[src/rtl/twenty_bit_shift_add_multiplier.sv]
// Sequential 20x20 -> 40-bit unsigned shift-add multiplier.
// One 20-bit ripple adder is reused every cycle; 20 iterations per product.

// 20-bit ripple-carry adder, carry-in tied low.
module twenty_bit_adder (
  input  logic [19:0] i0,
  input  logic [19:0] i1,
  output logic [19:0] s,
  output logic        cout
);

  // Bit-serial carry ripple from LSB to MSB.
  always_comb begin
    logic carry;
    carry = 1'b0;
    s     = '0;
    for (int i = 0; i < 20; i++) begin
      s[i]  = i0[i] ^ i1[i] ^ carry;
      carry = (i0[i] & i1[i]) | (carry & (i0[i] ^ i1[i]));
    end
    cout = carry;
  end

endmodule

module twenty_bit_shift_add_multiplier (
  input  logic        clk,
  input  logic        rst_n,
  input  logic        start,
  input  logic [19:0] a,
  input  logic [19:0] b,
  output logic [39:0] product,
  output logic        busy,
  output logic        done
);

  typedef enum logic [1:0] {StIdle, StRun, StDone} state_e;

  state_e      state_q, state_d;
  logic [19:0] mcand_q;
  logic [19:0] hi_q, hi_d;
  logic [19:0] lo_q, lo_d;
  logic [4:0]  count_q;
  logic [39:0] product_q;

  logic [19:0] sum;
  logic        cout;
  logic        accept;
  logic        last_iter;

  twenty_bit_adder u_adder (
    .i0   (hi_q),
    .i1   (mcand_q),
    .s    (sum),
    .cout (cout)
  );

  // A start is honoured whenever no iteration is in flight.
  assign accept    = start && (state_q != StRun);
  assign last_iter = (state_q == StRun) && (count_q == 5'd19);

  // Conditional add, then shift {carry, partial hi, lo} right by one.
  always_comb begin
    logic        c;
    logic [19:0] t;
    if (lo_q[0]) begin
      c = cout;
      t = sum;
    end else begin
      c = 1'b0;
      t = hi_q;
    end
    hi_d = {c, t[19:1]};
    lo_d = {t[0], lo_q[19:1]};
  end

  // State register.
  always_ff @(posedge clk or negedge rst_n) begin
    if (!rst_n) begin
      state_q <= StIdle;
    end else begin
      state_q <= state_d;
    end
  end

  // Next-state logic.
  always_comb begin
    state_d = state_q;
    unique case (state_q)
      StIdle:  if (start) state_d = StRun;
      StRun:   if (count_q == 5'd19) state_d = StDone;
      StDone:  state_d = start ? StRun : StIdle;
      default: state_d = StIdle;
    endcase
  end

  // Handshake outputs decoded from state.
  always_comb begin
    busy = 1'b0;
    done = 1'b0;
    unique case (state_q)
      StIdle:  ;
      StRun:   busy = 1'b1;
      StDone:  done = 1'b1;
      default: ;
    endcase
  end

  // Datapath registers: operand capture, iteration, product latch.
  always_ff @(posedge clk or negedge rst_n) begin
    if (!rst_n) begin
      mcand_q   <= '0;
      hi_q      <= '0;
      lo_q      <= '0;
      count_q   <= '0;
      product_q <= '0;
    end else if (accept) begin
      mcand_q <= a;
      hi_q    <= '0;
      lo_q    <= b;
      count_q <= '0;
    end else if (state_q == StRun) begin
      hi_q    <= hi_d;
      lo_q    <= lo_d;
      count_q <= count_q + 5'd1;
      if (last_iter) begin
        product_q <= {hi_d, lo_d};
      end
    end
  end

  assign product = product_q;

endmodule

[config.mk]
export PLATFORM = sky130hd
export DESIGN_NAME = twenty_bit_shift_add_multiplier
export DESIGN_NICKNAME = d
export VERILOG_FILES = /design/src/rtl/twenty_bit_shift_add_multiplier.sv
export SDC_FILE = /design/constraint.sdc
export NUM_CORES = 1
export LEC_CHECK = 0
export CORE_MARGIN = 2
export CORE_UTILIZATION = 28
export CTS_CLUSTER_DIAMETER = 60
export DETAILED_ROUTE_END_ITERATION = 16
export GPL_TIMING_DRIVEN = 0
export PLACE_DENSITY = 0.53
export SYNTH_ARGS = -nofsm -noshare
export SYNTH_HDL_FRONTEND = slang
export SYNTH_SLANG_ARGS = --single-unit
[constraint.sdc]
create_clock -name clk -period 10.1 [get_ports clk]
set_input_delay 2.02 -clock clk [delete_from_list [all_inputs] [get_ports clk]]
set_output_delay 2.02 -clock clk [all_outputs]
set_load 0.05 [all_outputs]
==> results.json <==
{
  "drtAntennaViolNets": 0,
  "wl_per_cell_um": 15.6,
  "core_um2": 17300,
  "swShare": 0.416,
  "clock_path_buffers": 2,
  "cts_sinks": 107,
  "setup_tns_ns": 0,
  "critical_path_arrival_ns": 7.39,
  "tritoncts": "yes",
  "slowest_stage": "fa_1",
  "drc": 0,
  "nNetsFinal": 573,
  "crit_fanout": 3,
  "clock-skew-final_ns": 0.00658,
  "insertion_delay_ns": 0.35,
  "fillers": 1711,
  "synth_top_family_by_area": "multiplexers",
  "clk_pin_slew_ns": 0.07,
  "power_density_nw_per_um2": 340,
  "crit_path_frequent_cell": "fa_1",
  "setup_slack_ns": 2.92,
  "dr.pass1.iters": 4,
  "synth_compound_area_frac": 0.0866,
  "grt_usage": 0.132,
  "end_kind": "register",
  "synth-xor-area-share": 0.00354,
  "start_kind": "register",
  "synth_nets": 478,
  "grt_pass1_wl_um": 18900,
  "ys_warn_count": 0,
  "synth_most_common_cell": "dfrtp_1",
  "rsz0062_at_grt": "false",
  "hpwl_um": 8320,
  "crit_family": "adder cells",
  "ir_drop_v": 0.000137,
  "status": "completed",
  "path_class": "register to register",
  "power.internal_w": 0.00128,
  "hold_viol_final": 0,
  "cts_buffers": 9,
  "yosysTopAreaCell": "dfrtp_1",
  "netlist_top_cells_count": "dfrtp_1, mux2_2, o21ai_0, inv_1, mux2i_1",
  "synth_edf_count": 0,
  "grt_max_degree": 55,
  "slew_headroom": 0.507,
  "setup_viol": 0,
  "slowest_delay_ns": 0.41,
  "ys_ff_latch": 107,
  "async_flop_share": 1.00,
  "wl_um": 11500,
  "area_growth_pct": 29.6,
  "seqPwrFrac": 0.346,
  "portBuffers": 83,
  "ctsResizeCount": 0,
  "grt_pass1_vias": 3590,
  "fmax_mhz": 139,
  "grt.overflow.total": 0,
  "cellLeakagePower_nw": 2.75,
  "min_path_type": "register to register",
  "ys.flop_type": "dfrtp_1",
  "die_width_um": 137,
  "h-tree-depth": 3,
  "synth_area_um2": 4950,
  "ios": 85,
  "synthCells": 414,
  "worstPathRequired_ns": 10.31,
  "dr_total_vias": 3407,
  "root_buffer": "clkbuf_16",
  "seq_area_frac_synth": 0.540,
  "postCtsSetupRepairBufs": 0,
  "drv_slew": 0,
  "start_util": 0.286,
  "finalCriticalPeriod_ns": 7.18,
  "ctsHoldBuffers": 0,
  "dieArea_um2": 18800,
  "avgViaCountPerCell": 4.61,
  "synthAdderAreaFrac": 0.0818,
  "synth_mux_area_frac": 0.176,
  "worst-path-buf-inv": 6,
  "worst_pin_slew_ns": 0.739,
  "rows": 48,
  "synth.distinct_cells": 30,
  "power.share.clock": 0.178,
  "syn_avg_cell_area_um2": 12.0,
  "hold_slack_ns": 0.506,
  "max_cap_violations": 0,
  "synth_top_cell_area_share": 0.540,
  "min_period_over_period": 0.711,
  "p_sw_w": 0.000908,
  "antenna_found_initial": 0,
  "drive_gt1_frac": 0.160,
  "die_y_um": 137,
  "gp_congestion": 0.780,
  "n_antenna_cell": 0,
  "place_ws_ns": 2.88,
  "combPwrFrac": 0.476,
  "initialDrtViolationCount": 200,
  "synth.area.top_cells": "dfrtp_1, mux2_2, fa_1",
  "synth_simple_gate_area_share": 0.0566
}
-- sequential cells by signal, indices dropped and copies added, names as in the netlist --
signal / cells
hi_q: 20
mcand_q: 20
state_q: 2
count_q: 5
product: 40
lo_q: 20
-- power by group through the flow --
stage	Combinational, W	Sequential (W)	Clock, W
floorplan	0.000508	0.000966	0
global placement	0.00103	0.000760	0
detailed placement	0.00105	0.000766	0
CTS	0.00106	0.000759	0.000402
global route	0.00116	0.000782	0.000421
finish	0.00104	0.000755	0.000389
-- routing by layer --
layer	global-route usage	up-vias	wire, um
met3	0.0267	11	575
met1	0.184	1685	5590
met2	0.204	99	5190
met4	0.0441	0	145
met5	0	-	0
li1	-	1612	-
-- cell type report --
class | count | area (um^2) | area share
inverter | 35 | 131 | 0.0205
timing repair buffer | 84 | 856 | 0.133
tap | 225 | 282 | 0.0438
clock inverter | 3 | 68.8 | 0.0107
multi-input combinational | 243 | 2000 | 0.312
sequential | 107 | 2680 | 0.417
clock buffer | 13 | 260 | 0.0405
buffer | 29 | 141 | 0.0220
-- stage by stage --
| stage | power [W] | std cells | utilization | cell area [um^2] |
|---|---|---|---|---|
| after floorplan | 0.00147 | 414 | - | 4950 |
| after global placement | 0.00179 | 722 | 0.351 | 6070 |
| after detailed placement | 0.00182 | 723 | 0.352 | 6090 |
| after CTS | 0.00222 | 739 | 0.371 | 6420 |
| after global routing | 0.00237 | 739 | 0.371 | 6420 |
| final | 0.00218 | 739 | 0.371 | 6420 |
-- worst paths after layout --
kind                            start          end  slack, ns  depth (start not counted)
setup / recovery              hi_q[0]     hi_q[18]       2.92                         28
hold / removal             product[4]   product[4]       0.51                          1
setup reg to reg              hi_q[0]     hi_q[18]       2.92                         28
hold reg to reg            product[4]   product[4]       0.51                          1
max in group asynchronous       rst_n  product[39]       7.67                          2
min in group asynchronous       rst_n  product[11]       1.73                          1
-- logic make-up after synthesis --
family,Yosys count
flip-flops,107
multiplexers,81
AO/OA/AOI/OAI,80
buffers and inverters,64
AND/OR/NAND/NOR,59
adder cells (fa/ha/maj),21
XOR/XNOR,2
-- cells in the final DEF (no fill, tap or decap), drive strengths merged --
master,Yosys,final
a211o,1,1
a21oi,17,17
a22o,1,1
a31oi,16,16
and3,1,1
and4bb,1,1
buf,19,21
bufinv,0,2
clkbuf,10,23
clkdlybuf4s50,0,82
dfrtp,107,107
fa,19,19
ha,2,2
inv,35,36
mux2,49,49
mux2i,32,32
nand2,28,28
nand2b,1,1
nand3,24,24
nand3b,1,1
nor2,1,1
nor2b,1,1
nor3,1,1
o21ai,44,44
o22ai,1,1
xnor2,1,1
xor2,1,1
No activity file was read; power rests on OpenSTA's default activity.
